## src/rtl/bcd_conv_arbiter.sv

```systemverilog
// Round-robin share of one external binary-to-BCD converter between two requesters;
// gnt pulse -> done pulse is SETTLE_CYCLES cycles, requesters wait (level req) while busy.
module bcd_conv_arbiter #(
   parameter int SETTLE_CYCLES = 4
) (
   input  logic        clk,
   input  logic        rst,
   input  logic        req0,
   input  logic [31:0] bin0,
   input  logic        req1,
   input  logic [31:0] bin1,
   output logic        gnt0,
   output logic        gnt1,
   output logic [31:0] conv_bin,
   input  logic [39:0] conv_bcd,
   output logic [39:0] bcd_out,
   output logic [3:0]  ndigits,
   output logic        done0,
   output logic        done1,
   output logic        busy
);

   typedef enum logic [1:0] {IDLE, SETTLE, DONE} state_t;

   localparam logic [3:0] CNT_INIT = 4'(SETTLE_CYCLES - 1);

   state_t     state;
   logic [3:0] cnt;
   logic       owner;
   logic       last_owner;
   logic [3:0] nd_calc;

   // Digit count of the converter output, evaluated on the capture edge.
   always_comb begin
      nd_calc = 4'd1;
      for (int i = 0; i < 10; i++) begin
         if (conv_bcd[4*i +: 4] != 4'd0) nd_calc = 4'(i + 1);
      end
   end

   always_ff @(posedge clk or posedge rst) begin
      if (rst) begin
         state      <= IDLE;
         cnt        <= 4'd0;
         owner      <= 1'b0;
         last_owner <= 1'b1;
         conv_bin   <= 32'd0;
         bcd_out    <= 40'd0;
         ndigits    <= 4'd1;
         gnt0       <= 1'b0;
         gnt1       <= 1'b0;
         done0      <= 1'b0;
         done1      <= 1'b0;
         busy       <= 1'b0;
      end else begin
         gnt0  <= 1'b0;
         gnt1  <= 1'b0;
         done0 <= 1'b0;
         done1 <= 1'b0;
         case (state)
            IDLE: begin
               // On a tie the requester that did not finish last wins.
               if (req0 && (!req1 || last_owner)) begin
                  conv_bin <= bin0;
                  gnt0     <= 1'b1;
                  owner    <= 1'b0;
                  cnt      <= CNT_INIT;
                  busy     <= 1'b1;
                  state    <= SETTLE;
               end else if (req1) begin
                  conv_bin <= bin1;
                  gnt1     <= 1'b1;
                  owner    <= 1'b1;
                  cnt      <= CNT_INIT;
                  busy     <= 1'b1;
                  state    <= SETTLE;
               end
            end
            SETTLE: begin
               if (cnt != 4'd0) begin
                  cnt <= cnt - 4'd1;
               end else begin
                  bcd_out    <= conv_bcd;
                  ndigits    <= nd_calc;
                  done0      <= ~owner;
                  done1      <= owner;
                  last_owner <= owner;
                  state      <= DONE;
               end
            end
            DONE: begin
               busy  <= 1'b0;
               state <= IDLE;
            end
            default: begin
               busy  <= 1'b0;
               state <= IDLE;
            end
         endcase
      end
   end

endmodule
```

## config.mk

```make
export PLATFORM = sky130hd
export DESIGN_NAME = bcd_conv_arbiter
export DESIGN_NICKNAME = d
export VERILOG_FILES = /design/src/rtl/bcd_conv_arbiter.sv
export SDC_FILE = /design/constraint.sdc
export NUM_CORES = 1
export LEC_CHECK = 0
export ABC_AREA = 1
export ABC_CLOCK_PERIOD_IN_PS = 2700
export CORE_MARGIN = 2
export CORE_UTILIZATION = 37
export CTS_CLUSTER_DIAMETER = 150
export DETAILED_ROUTE_END_ITERATION = 7
export PLACE_DENSITY = 0.88
export SETUP_SLACK_MARGIN = 0.3
export SLEW_MARGIN = 15
export SYNTH_ARGS = -nofsm -noshare
export SYNTH_HDL_FRONTEND = slang
export SYNTH_SLANG_ARGS = --single-unit
export TNS_END_PERCENT = 5
```

## constraint.sdc

```tcl
create_clock -name clk -period 2.7 [get_ports clk]
set_input_delay 0.27 -clock clk [delete_from_list [all_inputs] [get_ports clk]]
set_output_delay 0.27 -clock clk [all_outputs]
set_load 0.1 [all_outputs]
```

==> results.cfg <==
[logic_synthesis]
postSynthAreaPerCell_um2 = 8.57
syn-cell-area_mm2 = 0.00383
ys_types = 28
ys_seq_area_share_pct = 58.2
synthCells = 447
synth_seq_cells = 89
synthesis.nets = 556
yosysWarnings = 0

[setup_path]
startpoint_type = register
cp.arrival_ns = 2.12
cp_max_fo = 64
r2r_slack_ns = 0.84
worst_r2r_startpoint = last_owner
path_delay_family = buffers and inverters
cp-startpoint = last_owner
crit_path_cell_trace = inv_2, nand2_2, nand2_4, inv_4, nand2_2, inv_2, nor2_8, inv_6, nor2_1, a31oi_1
r2r_end = conv_bin[9]
critPathMaxStageDelay_ns = 0.53
critPathKind = reg2reg
cp_num_buf_inv = 4
endpoint_kind = register
cpMaxStageDelayCell = dfstp_2
crit_required_ns = 2.95
worst-r2r-cell-count = 10

[sta]
maxSlewHeadroom_pct = 58.9
rsz0062_at_grt = no
max_freq_ghz = 0.537
finalSetupViolCount = 0
fin_skew_ns = 0.00913
hold_viol = 0
fin_tns_setup_ns = 0
drv_slew = 0
worstMarginPinSlew_ns = 0.611
fin_crit_ns = 1.86
fin_crit_sh_pct = 69.0

[final_layout]
final_common_cell = nand2_1
multiInputGateArea_mm2 = 0.00132
fillers = 872
layout-drive-gt1-share_pct = 18.0
layout_common_cells = nand2_1 (164), clkdlybuf4s50_1 (107), dfrtp_1 (87)
num_antenna_cells = 0
area_delta_synth_final_pct = 52.3
seqCellArea_mm2 = 0.00223
finish.net_count = 739
finish.utilization_pct = 57.3

[clock_tree]
root_buffer = clkbuf_8
cts_hold_buffers = 0
cts_made_buffers = 9
cts_buffer_depth = 2
cts_tree = done
post_cts_buffers = 0
clkLatencyLatePin_ns = 0.35
path_clk_slew_ns = 0.08
cts_resized = 0
cts.sinks = 89
h-tree-depth = 3

[drt]
postRouteWirelength_um = 10700
drt-wirelength-per-cell_um = 14.0
ant_nets = 0
drc = 0
drtPass1Iterations = 5
via_per_inst = 4.74
vias = 3641
dr.first_iter.drc_count = 281

[placement]
dp_hpwl_um = 8010
port_buffers = 188
gp_congestion = 0.788

[grt]
grt_usage_pct = 19.8
antenna_found_initial = 0
grt_max_degree = 90
overflow = 0
grt_pass1_wl_um = 17600
grt_pass1_vias = 3707

[worst_hold_path]
hp-class = in2async

[die]
die_w_um = 106
chipHeight_um = 106
row_count = 37
start_util_pct = 37.6
core_area_mm2 = 0.0102
io_pins = 189
dieArea_mm2 = 0.0112

[job]
drv_cap = 0

[status]
status = completed
[worst max-delay path by stage]
stage	end	slack (ns)	cells after the start
after floorplan	conv_bin[0]	1.31	11
final	conv_bin[9]	0.84	10
after global placement	conv_bin[19]	0.76	9
after CTS	conv_bin[6]	0.82	10
after global routing	conv_bin[9]	0.64	10
after detailed placement	conv_bin[6]	0.64	10
[cell families after synthesis]
| kind of cell | synth area share [%] |
|---|---|
| and+or+nand+nor | 24.1 |
| DFF | 58.2 |
| AOI/OAI and AO/OA | 10.0 |
| buffers and inverters | 7.38 |
| adders and majority gates | 0.326 |
[stage by stage]
stage                     hold WS, ns  setup WS (ns)  cells  area (um^2)
after floorplan                 0.380           1.31    447         3840
after CTS                       0.410          0.825    768         5840
after detailed placement        0.458          0.635    755         5620
after global placement          0.461          0.761    755         5620
final                           0.388          0.837    768         5840
after global routing            0.429          0.642    768         5840
[Yosys cell counts (all sizes together)]
cell	n	area (um^2)
clkbuf	11	41.3
inv	44	173
nand3	5	30.0
buf	9	68.8
nor2	46	196
nor3	1	5.00
nor4	2	27.5
ha	1	12.5
nand4	4	25.0
nand2	167	639
a21oi	4	20.0
a31oi	33	206
dfrtp	87	2180
dfstp	2	52.6
o21a	1	7.51
o21ai	30	150
[area by class of cell]
| type | instances | share of cell area (%) |
|---|---|---|
| clock buffer | 9 | 2.12 |
| sequential | 89 | 38.2 |
| inverter | 44 | 3.02 |
| multi-input combinational | 294 | 22.6 |
| timing repair buffer | 192 | 29.5 |
| tap | 136 | 2.92 |
| clock inverter | 4 | 1.63 |
[state kept, by name, summed over array words and instances (netlist names)]
signal	cells
busy	1
gnt1	1
cnt	4
state	2
ndigits	4
done0	1
owner	1
done1	1
last_owner	1
bcd_out	40
gnt0	1
conv_bin	32
[layer usage]
| metal | track usage (%) | wire length, um | vias to the layer above |
|---|---|---|---|
| met5 | 0 | 0 | - |
| met4 | 7.33 | 199 | 0 |
| met3 | 5.57 | 998 | 15 |
| met2 | 33.7 | 5180 | 179 |
| met1 | 23.8 | 4350 | 1674 |
| li1 | - | - | 1773 |
[worst reg2reg max path, delay by kind of cell (launching register included)]
kind                   cells  cell delay, ns
AO/OA/AOI/OAI              1            0.19
flip-flops                 1            0.53
AND/OR/NAND/NOR            5            0.48
buffers and inverters      4            0.57
Power is left out: the tool's default activity adds up to more than one toggle a clock period on the data nets, which glitch-free logic cannot reach.
